## config.mk

```make
export PLATFORM = sky130hd
export DESIGN_NAME = yuv444_to_yuv422
export DESIGN_NICKNAME = d
export VERILOG_FILES = /design/src/rtl/yuv444_to_yuv422.sv
export SDC_FILE = /design/constraint.sdc
export NUM_CORES = 1
export LEC_CHECK = 0
export BUFFER_PORTS_ARGS = -buffer_cell sky130_fd_sc_hd__buf_2
export CORE_MARGIN = 8
export CORE_UTILIZATION = 60
export CTS_CLUSTER_SIZE = 30
export DETAILED_ROUTE_END_ITERATION = 7
export PLACE_DENSITY = 0.9
export SLEW_MARGIN = 0
export SYNTH_ARGS = -nofsm -noshare
export SYNTH_HDL_FRONTEND = slang
export SYNTH_SLANG_ARGS = --single-unit
```

## constraint.sdc

```tcl
create_clock -name aclk -period 8.14 [get_ports aclk]
set_input_delay 0.407 -clock aclk [delete_from_list [all_inputs] [get_ports aclk]]
set_output_delay 0.407 -clock aclk [all_outputs]
set_load 0.01 [all_outputs]
```

## src/rtl/yuv444_to_yuv422.sv

```systemverilog
// YCbCr 4:4:4 to 4:2:2 chroma decimator with AXI4-Stream on both sides.
// Pixel pairs share one Cb/Cr sample; a 2-entry registered queue drives the master port.
module yuv444_to_yuv422 #(
  parameter int    C_COMPONENT_WIDTH = 8,
  parameter string C_CHROMA_MODE     = "AVG"
) (
  input  logic                           aclk,
  input  logic                           aresetn,
  input  logic [3*C_COMPONENT_WIDTH-1:0] s_axis_tdata,
  input  logic                           s_axis_tvalid,
  output logic                           s_axis_tready,
  input  logic                           s_axis_tuser,
  input  logic                           s_axis_tlast,
  output logic [2*C_COMPONENT_WIDTH-1:0] m_axis_tdata,
  output logic                           m_axis_tvalid,
  input  logic                           m_axis_tready,
  output logic                           m_axis_tuser,
  output logic                           m_axis_tlast
);
  localparam int W       = C_COMPONENT_WIDTH;
  localparam int EW      = 2*W + 2;  // queue entry: {chroma, y, tuser, tlast}
  localparam bit USE_AVG = (C_CHROMA_MODE != "DROP");

  typedef enum logic {EVEN, ODD} phase_t;

  phase_t            state_reg, state_next;
  logic [W-1:0]      pend_y_reg, pend_y_next;
  logic [W-1:0]      pend_cb_reg, pend_cb_next;
  logic [W-1:0]      pend_cr_reg, pend_cr_next;
  logic              pend_user_reg, pend_user_next;
  logic [EW-1:0]     q_reg [2];
  logic [EW-1:0]     q_next [2];
  logic [1:0]        count_reg, count_next;
  logic              aresetn_q_reg;

  logic [W-1:0]      in_y, in_cb, in_cr;
  logic [1:0][W-1:0] pair_even, pair_odd, chroma_filt;  // [0] = Cb, [1] = Cr
  logic              pop, accept;
  logic [1:0]        free, kept_cnt, npush;
  logic [EW-1:0]     push0, push1, kept0, kept1;

  assign in_y      = s_axis_tdata[W-1:0];
  assign in_cb     = s_axis_tdata[2*W-1:W];
  assign in_cr     = s_axis_tdata[3*W-1:2*W];
  assign pair_even = {pend_cr_reg, pend_cb_reg};
  assign pair_odd  = {in_cr, in_cb};

  genvar gi;
  generate
    for (gi = 0; gi < 2; gi++) begin : g_chroma
      if (USE_AVG) begin : g_avg
        logic [W:0] sum;
        assign sum             = {1'b0, pair_even[gi]} + {1'b0, pair_odd[gi]} + {{W{1'b0}}, 1'b1};
        assign chroma_filt[gi] = sum[W:1];
      end else if (gi == 0) begin : g_drop_cb
        assign chroma_filt[gi] = pair_even[gi];
      end else begin : g_drop_cr
        assign chroma_filt[gi] = pair_odd[gi];
      end
    end
  endgenerate

  assign m_axis_tvalid = (count_reg != 2'd0);
  assign {m_axis_tdata, m_axis_tuser, m_axis_tlast} = q_reg[0];
  assign pop    = m_axis_tvalid & m_axis_tready;
  // Slots free at the next edge, counting a head beat leaving this cycle.
  assign free   = 2'd2 - count_reg + {1'b0, pop};
  assign s_axis_tready = aresetn_q_reg &
                         ((state_reg == EVEN) ? (free >= 2'd1) : (free >= 2'd2));
  assign accept = s_axis_tvalid & s_axis_tready;

  always_comb begin
    state_next     = state_reg;
    pend_y_next    = pend_y_reg;
    pend_cb_next   = pend_cb_reg;
    pend_cr_next   = pend_cr_reg;
    pend_user_next = pend_user_reg;
    npush          = 2'd0;
    push0          = '0;
    push1          = '0;
    if (accept) begin
      case (state_reg)
        EVEN: begin
          if (s_axis_tlast) begin
            push0 = {in_cb, in_y, s_axis_tuser, 1'b1};
            npush = 2'd1;
          end else begin
            pend_y_next    = in_y;
            pend_cb_next   = in_cb;
            pend_cr_next   = in_cr;
            pend_user_next = s_axis_tuser;
            state_next     = ODD;
          end
        end
        default: begin
          if (s_axis_tuser) begin
            // SOF mid-pair: flush the orphan pixel unfiltered and restart pairing here.
            push0 = {pend_cb_reg, pend_y_reg, pend_user_reg, 1'b0};
            if (s_axis_tlast) begin
              push1      = {in_cb, in_y, 1'b1, 1'b1};
              npush      = 2'd2;
              state_next = EVEN;
            end else begin
              pend_y_next    = in_y;
              pend_cb_next   = in_cb;
              pend_cr_next   = in_cr;
              pend_user_next = 1'b1;
              npush          = 2'd1;
            end
          end else begin
            push0      = {chroma_filt[0], pend_y_reg, pend_user_reg, 1'b0};
            push1      = {chroma_filt[1], in_y, 1'b0, s_axis_tlast};
            npush      = 2'd2;
            state_next = EVEN;
          end
        end
      endcase
    end
  end

  // Unused queue slots are kept at zero so the outputs read 0 when empty.
  always_comb begin
    kept0     = pop ? q_reg[1] : q_reg[0];
    kept1     = pop ? '0 : q_reg[1];
    kept_cnt  = count_reg - {1'b0, pop};
    q_next[0] = '0;
    q_next[1] = '0;
    case (kept_cnt)
      2'd0: begin
        if (npush != 2'd0) q_next[0] = push0;
        if (npush == 2'd2) q_next[1] = push1;
      end
      2'd1: begin
        q_next[0] = kept0;
        if (npush != 2'd0) q_next[1] = push0;
      end
      default: begin
        q_next[0] = kept0;
        q_next[1] = kept1;
      end
    endcase
    count_next = kept_cnt + npush;
  end

  always_ff @(posedge aclk) begin
    aresetn_q_reg <= aresetn;
    if (!aresetn) begin
      state_reg     <= EVEN;
      pend_y_reg    <= '0;
      pend_cb_reg   <= '0;
      pend_cr_reg   <= '0;
      pend_user_reg <= 1'b0;
      q_reg[0]      <= '0;
      q_reg[1]      <= '0;
      count_reg     <= 2'd0;
    end else begin
      state_reg     <= state_next;
      pend_y_reg    <= pend_y_next;
      pend_cb_reg   <= pend_cb_next;
      pend_cr_reg   <= pend_cr_next;
      pend_user_reg <= pend_user_next;
      q_reg[0]      <= q_next[0];
      q_reg[1]      <= q_next[1];
      count_reg     <= count_next;
    end
  end
endmodule

```

==> reports/qor.csv, run 1 <==
metric,value,unit
RSZ-0062 raised after global routing,no,
Seq cells post-synth,65,
clock slew seen by the registers of the worst setup and hold paths,0.08,ns
Synth Flop Type,dfxtp_1,
die footprint,9660,µm²
classification of the worst setup path,flop to flop,
P&R area growth vs syn,8.01,%
CP startpoint kind,flop,
worst-path maximum fanout,25,
max reg flops,36,
post-synthesis cell type count,60,
Peak VDD IR,0.203,mV
fmax,260,MHz
worst path required time,8.43,ns
DR vias/cell,6.21,
die width,98.3,µm
PD cells,309,nW/µm²
CTS tree,done,
Overall Global Routing Usage,0.219,
ratio of cells with drive above 1 in the final layout,0.163,
WL per Instance,17.0,µm
gpl congestion,0.920,
CTS Buf Count,9,
Via Count,3774,
status,"complete, no violations",
row count,30,
Avg Synthesized Cell Area,8.01,µm²
fin crit period,3.85,ns
first-pass GRT wire length,17.5,mm
cell area after layout,4390,µm²
Post-CTS Hold Buffers,0,
Pleak,1.82,nW
clk_skew,0.00918,ns
Final Cycle Share,0.473,
worst hold path type,input port to flop,
Max clock buf depth,2,
Netlist Area Pre-Place,4060,µm²
Hold Startpoint,s_axis_tdata[16],
"Net Count, Synth",556,
dpl hpwl,7.07,mm
initial antenna violation count,0,
Crit. End Element,flop,
grt total ovfl,0,
endpoints failing hold,0,
Reg2Reg Setup Slack,4.29,ns
number of global-route vias before repair,3725,
First-pass DRT Iterations,5,
Commonest cells post-synth,"82 x nand2_1, 65 x dfxtp_1, 62 x a21oi_1, 50 x nor2_1, 19 x buf_4",
I/O pin total,50,
Fillers,551,
Crit path arrival time,4.13,ns
fraction of registers with async set/reset,0,
number of enable flip-flop cells after synthesis,0,
r2r startpoint,count_reg[1],
Placement Cell Area,4130,µm²
CTS root buffer,clkbuf_8,
Initial Util,0.608,
core area,6680,µm²
antenna diode count,0,
post-synth top area cell,dfxtp_1,
register area share after synthesis,0.320,
relative slew slack,0.318,
# DRC,0,
largest net degree at the start of global routing,52,
CTS H-tree depth,3,
final WL,10.3,mm
Post-DRT Antenna Nets,0,
IO Port Bufs,49,
ranking of synthesized cells by area,"dfxtp_1 32%, a21oi_1 7.6%, nand2_1 7.6%, ha_1 5.2%, nor2_1 4.6%",
Slew Limit Fails,0,
Mapped Cells,507,
Clock Latency Late Sink,0.36,ns
Setup Buffers After CTS,0,
Fin Setup TNS,0,ns
Setup-failing EPs final,0,
area share of the largest cell type after synthesis,0.320,
most common cell in the netlist,nand2_1,
actual slew at the worst max-slew pin,1.02,ns
Die Y,98.3,µm
Setup crit start,count_reg[1],
Max-Cap Viols,0,
Iteration-0 DRC Markers,285,
Yosys Warn Count,0,
Final #Nets,572,
cts repair resizes,0,
clk sinks,65,
-- layout make-up --
type                    instances  area [µm²]  share of cell area
multi-input cells             382        2420               0.551
inverters                      13        48.8              0.0111
well taps                      80         100              0.0228
clock buffers                  10         138              0.0314
clock inverters                 6         115              0.0262
repair buffers                 52         268              0.0610
flip-flops and latches         65        1300               0.297
-- layer usage --
metal | GRT usage | part of all wire
met1 | 0.258 | 0.42
met2 | 0.370 | 0.48
met3 | 0.0512 | 0.078
met4 | 0.0933 | 0.020
met5 | 0 | 0
-- stage by stage --
stage / util / std cells / hold WS, ns / power [mW] / setup slack (ns)
after detailed placement: 0.619 / 592 / 0.447 / 1.00 / 4.38
after CTS: 0.657 / 608 / 0.288 / 1.35 / 4.32
after global placement: 0.619 / 592 / 0.440 / 0.973 / 4.49
after global routing: 0.657 / 608 / 0.302 / 1.43 / 4.04
final: 0.657 / 608 / 0.303 / 1.35 / 4.29
after floorplan: - / 507 / 0.431 / 0.903 / 5.27
-- worst paths after layout --
| kind | end | cells past startpoint |
|---|---|---|
| min reg2reg | pend_y_reg[7] | 2 |
| max reg2reg | q_reg[0][18] | 10 |
| min | pend_cr_reg[0] | 3 |
| max | q_reg[0][18] | 10 |
-- critical path, cell delays in order (launching register included) --
cell	delay, ns
dfxtp_1	0.47
or2_2	0.38
nand2_2	0.49
inv_1	0.12
ha_1	0.29
xnor2_1	0.41
nand2_1	0.59
nor2_1	0.53
mux2_2	0.24
nand3_1	0.09
a21oi_1	0.16
-- cells by family after synthesis --
logic type	synth area share
DFF	0.320
AOI/OAI and AO/OA	0.255
xor gates and xnor gates	0.0330
muxes	0.0422
buffers and inverters	0.0847
and+or+nand+nor	0.203
adders and majority gates	0.0622
-- where the power goes --
part | total, mW | internal [mW] | switching, mW
sequential | 0.392 | 0.364 | 0.0284
clock | 0.348 | 0.213 | 0.135
combinational | 0.615 | 0.217 | 0.398
total | 1.35 | 0.793 | 0.561
-- placed cells by master (no fill, tap or decap), types with 6 or more instances in the layout --
cell type	Yosys	layout
xnor2_1	6	6
nand2_1	82	82
inv_1	12	12
dfxtp_1	65	65
a211oi_1	17	17
o21ai_0	17	17
a221oi_1	8	8
nand3_1	11	11
nor2_1	50	50
a21oi_1	62	62
mux2i_1	16	16
buf_2	8	49
nand3b_1	7	7
clkbuf_8	0	10
ha_1	17	17
a31oi_1	7	7
(Power assumes the default switching activity.)
==> run 2, diff against run 1 <==
Settings changed: CORE_UTILIZATION 60 to 59, PLACE_DENSITY 0.9 to 0.89.
Clock period 8.14 ns to 3.85 ns, I/O delays scaled along.
==> run 2 against run 1 <==
Via count up 0.64%. Global-route usage down 0.72 points. Register-to-register slack worse by 3.7 ns. Critical path depth unchanged. Combinational power up 110%. Critical path type unchanged. Critical endpoint is now q_reg[0][26]. Highest routed layer unchanged.
==> reports/qor.csv, run 2 (synthesis gave the netlist of run 1 again) <==
metric,value,unit
RSZ-0062 raised after global routing,no,
gpl congestion,0.965,
clock slew seen by the registers of the worst setup and hold paths,0.09,ns
fmax,308,MHz
row count,30,
GRT met3 Usage,0.0521,
grt met2 use,0.335,
# DRC,0,
Peak VDD IR,0.251,mV
placed cell count,595,
Setup-failing EPs final,0,
CP startpoint kind,flop,
actual slew at the worst max-slew pin,0.607,ns
Post-DRT Antenna Nets,0,
final WL,10.2,mm
Worst Hold Endpoint,pend_y_reg[2],
Fin Setup TNS,0,ns
Iteration-0 DRC Markers,414,
pre-CTS setup slack,0.709,ns
Initial Util,0.604,
initial antenna violation count,0,
CTS Buf Count,9,
Psw,1.18,mW
Crit path arrival time,3.52,ns
Final Cycle Share,0.844,
Final #Nets,575,
max reg flops,36,
largest net degree at the start of global routing,52,
grt met1 use,0.267,
busiest grt layer,met2,
fin crit period,3.25,ns
crit-path cells,or2_2 -> nand2_2 -> inv_1 -> ha_1 -> inv_1 -> nor2_2 -> a211oi_2 -> buf_4 -> a221oi_1 -> a211oi_1,
DR vias/cell,6.22,
Via Count,3798,
core area,6720,µm²
Post-CTS Hold Buffers,0,
worst-path maximum fanout,15,
die width,99.0,µm
CP top delay family,compound AO/OA/AOI/OAI gates,
IO Port Bufs,49,
hold path depth,3,
cts repair resizes,0,
Pleak,1.80,nW
PD cells,615,nW/µm²
worst hold path type,input port to flop,
P&R area growth vs syn,6.75,%
Die Y,99.0,µm
clock network power share,0.202,
critical path's slowest cell,a211oi_2,
CTS H-tree depth,3,
classification of the worst setup path,flop to flop,
dpl hpwl,6.98,mm
CTS root buffer,clkbuf_8,
Reg2Reg Setup Slack,0.60,ns
clk sinks,65,
most frequent CP cell,inv_1,
die footprint,9800,µm²
status,"complete, no violations",
Slew Limit Fails,0,
Reg-to-Reg End,q_reg[0][26],
Final Worst Setup Slack,0.602,ns
Hold Startpoint,s_axis_tdata[2],
switch share,0.444,
"commonest cells after routing, fill and taps aside","82 x nand2_1, 65 x dfxtp_1, 62 x a21oi_1",
"commonest non-fill, non-tap cell in the layout",nand2_1,
number of global-route vias before repair,3523,
endpoints failing hold,0,
Crit. End Element,flop,
antenna diode count,0,
Max clock buf depth,2,
Max-Cap Viols,0,
Comb power frac,0.484,
relative slew slack,0.593,
ratio of cells with drive above 1 in the final layout,0.168,
CTS tree,done,
First-pass DRT Iterations,5,
WL per Instance,16.8,µm
Critical path buffers and inverters,3,
post-route insts no fill,611,
r2r startpoint,count_reg[1],
crit-path max cell delay,0.54,ns
Overall Global Routing Usage,0.211,
Clock Latency Late Sink,0.37,ns
grt total ovfl,0,
Sequential Power Share,0.313,
first-pass GRT wire length,17.1,mm
Setup Buffers After CTS,0,
R2R cell count,10,
I/O pin total,50,
worst path required time,4.12,ns
clk_skew,0.00951,ns
Pint,1.48,mW
run 2: cell count changes in the layout (fill, tap and decap cells not counted), sizes merged:
cell      change
inv           +1
bufinv        -3
clkinvlp      +1
clkinv        +2
buf           +3
clkbuf        -1
run 2: power groups by stage:
stage / clock, mW / combinational (mW) / sequential, mW
detailed placement: 0 / 1.25 / 0.851
global placement: 0 / 1.21 / 0.844
floorplan: 0 / 1.09 / 0.819
CTS: 0.537 / 1.27 / 0.835
finish: 0.540 / 1.29 / 0.836
global route: 0.573 / 1.40 / 0.847
run 2: area by class of cell:
class / instances / area [µm²]
multi-input cells: 382 / 2420
flip-flops and latches: 65 / 1300
inverters: 13 / 48.8
repair buffers: 55 / 290
well taps: 80 / 100
fillers: 586 / 2380
clock buffers: 9 / 124
clock inverters: 7 / 55.1
run 2: tightest hold or removal path, cell delays in order:
cell,delay [ns]
buf_2,0.11
nand2_1,0.05
a21oi_1,0.05
run 2: how the worst max path moves through the flow:
stage	from	to	slack, ns	depth (start not counted)
after floorplan	count_reg[1]	count_reg[1]	0.98	14
after global placement	count_reg[1]	pend_cr_reg[6]	0.83	10
after detailed placement	count_reg[1]	pend_y_reg[5]	0.71	10
after CTS	count_reg[1]	q_reg[0][26]	0.64	10
after global routing	count_reg[1]	q_reg[0][26]	0.43	10
final	count_reg[1]	q_reg[0][26]	0.60	10
run 2: metal layers:
metal	wire length, µm	up-vias	share of wire
met4	186	0	0.018
met5	0	-	0
met2	4820	198	0.47
li1	-	1829	-
met1	4370	1747	0.43
met3	868	24	0.085
run 2: stage by stage:
| step | total power, mW | cell area (µm²) | hold WS (ns) | utilization |
|---|---|---|---|---|
| CTS | 2.65 | 4340 | 0.0827 | 0.645 |
| finish | 2.67 | 4340 | 0.0772 | 0.645 |
| floorplan | 1.91 | 4060 | 0.220 | - |
| global route | 2.82 | 4340 | 0.0823 | 0.645 |
| detailed placement | 2.11 | 4160 | 0.448 | 0.619 |
| global placement | 2.06 | 4160 | 0.441 | 0.619 |
==> run 3, diff against run 2 <==
Clock period 3.85 ns to 3.2 ns, I/O delays scaled along.
==> run 3 against run 2 <==
Die area is the same. Via count shrank 1.6%. Sequential cell count is the same. Clock skew grew 0.0037 ns. Combinational power grew 26%. Hold slack lost 0.019 ns. First-iteration DRC count shrank 28%. Largest cell class unchanged. Sequential share of layout area shrank 0.52 points. Global-route usage grew 0.46 points. Register-to-register slack lost 0.14 ns. Clock power grew 49%.
==> reports/qor.csv, run 3 (synthesis gave the netlist of run 1 again) <==
metric,value,unit
PD cells,774,nW/µm²
# DRC,0,
crit path to,pend_cb_reg[5],
I/O pin total,50,
Fin Setup TNS,0,ns
"commonest non-fill, non-tap cell in the layout",nand2_1,
max reg flops,36,
die footprint,9800,µm²
number of global-route vias before repair,3693,
Setup-failing EPs final,0,
status,"complete, no violations",
P&R area growth vs syn,8.63,%
Iteration-0 DRC Markers,300,
Setup Buffers After CTS,0,
fin crit period,2.74,ns
worst-path maximum fanout,24,
CTS root buffer,clkbuf_8,
largest net degree at the start of global routing,36,
WL per Instance,16.8,µm
RSZ-0062 raised after global routing,no,
clk sinks,65,
r2r startpoint,count_reg[0],
worst hold path type,input port to flop,
final WL,10.3,mm
CTS tree,done,
critical path depth,10,
Max-Cap Viols,0,
Peak VDD IR,0.362,mV
First-pass DRT Iterations,5,
relative slew slack,0.594,
CTS Buf Count,9,
"commonest cells after routing, fill and taps aside","82 x nand2_1, 65 x dfxtp_1, 62 x a21oi_1",
Setup crit start,count_reg[0],
dpl hpwl,7.23,mm
Reg-to-Reg End,pend_cb_reg[5],
Post-DRT Antenna Nets,0,
crit-path cells,or2_2 -> nand2_2 -> inv_1 -> ha_1 -> nor2_1 -> o211ai_4 -> nor2_1 -> nand2_2 -> nand2_1 -> a21oi_1,
worst path required time,3.47,ns
Slew Limit Fails,0,
Crit path arrival time,3.01,ns
classification of the worst setup path,flop to flop,
first-pass GRT wire length,17.4,mm
antenna diode count,0,
crit-path max cell delay,0.54,ns
Clock Latency Late Sink,0.35,ns
Via Count,3737,
Min Hold Slack,0.0577,ns
Reg2Reg Setup Slack,0.46,ns
cts repair resizes,0,
Pleak,1.84,nW
Overall Global Routing Usage,0.216,
die width,99.0,µm
DR vias/cell,6.10,
CP startpoint kind,flop,
grt total ovfl,0,
clk_skew,0.0132,ns
actual slew at the worst max-slew pin,0.609,ns
CTS H-tree depth,3,
Final #Nets,577,
gpl congestion,0.982,
Critical path buffers and inverters,1,
CP top delay family,simple AND/OR/NAND/NOR gates,
Die Y,99.0,µm
core area,6720,µm²
critical path's slowest cell,o211ai_4,
initial antenna violation count,0,
endpoints failing hold,0,
row count,30,
Hold Startpoint,s_axis_tdata[18],
R2R cell count,10,
IO Port Bufs,49,
pre-CTS setup slack,0.512,ns
Crit. End Element,flop,
Post-CTS Hold Buffers,0,
Final Cycle Share,0.857,
Max clock buf depth,2,
Fillers,552,
Initial Util,0.604,
clock slew seen by the registers of the worst setup and hold paths,0.07,ns
fmax,365,MHz
Final Worst Setup Slack,0.459,ns
ratio of cells with drive above 1 in the final layout,0.171,
-- run 3: changes by cell type in the layout (fill, tap and decap cells not counted), sizes merged --
cell | previous run | this run
clkbuf | 9 | 10
clkinv | 5 | 3
buf | 55 | 57
bufinv | 0 | 2
clkinvlp | 2 | 1
-- run 3: power by group --
group / internal (mW) / switching (mW) / total, mW / leakage [nW]
combinational: 0.600 / 1.02 / 1.62 / 1.20
clock: 0.462 / 0.341 / 0.804 / 0.113
sequential: 0.926 / 0.0610 / 0.987 / 0.529
total: 1.99 / 1.42 / 3.41 / 1.84
-- run 3: cell type report --
type	count	area (µm²)	share of cell area
multi-input combinational	382	2420	0.548
sequential	65	1300	0.295
timing repair buffer	57	318	0.0720
clock buffer	10	138	0.0312
tap	80	100	0.0227
clock inverter	6	90.1	0.0204
inverter	13	48.8	0.0111
-- run 3: stage by stage --
stage               total power [mW]  cells  utilization  cell area (µm²)
floorplan                       2.30    507            -             4060
global placement                2.53    597        0.623             4180
detailed placement              2.59    597        0.623             4180
CTS                             3.40    613        0.657             4410
global route                    3.60    613        0.657             4410
finish                          3.41    613        0.657             4410
-- run 3: worst min path at each step --
stage,endpoint,slack (ns),cells after the start
after detailed placement,pend_cr_reg[2],0.42,3
after floorplan,aresetn_q_reg,0.19,0
after global placement,pend_cr_reg[2],0.41,3
after CTS,pend_cr_reg[2],0.05,3
final,pend_cr_reg[2],0.06,3
after global routing,pend_cr_reg[0],0.08,3
-- run 3: layer usage --
layer	routed length, µm	vias to the layer above	GRT usage
met2	4790	157	0.351
li1	-	1824	-
met4	335	0	0.115
met5	0	-	0
met1	4490	1717	0.256
met3	715	39	0.0550
-- run 3: worst min-delay path: cells and delay by family --
family	cells	cell delay (ns)
and+or+nand+nor	1	0.05
buffers and inverters	1	0.11
AOI/OAI and AO/OA	1	0.05
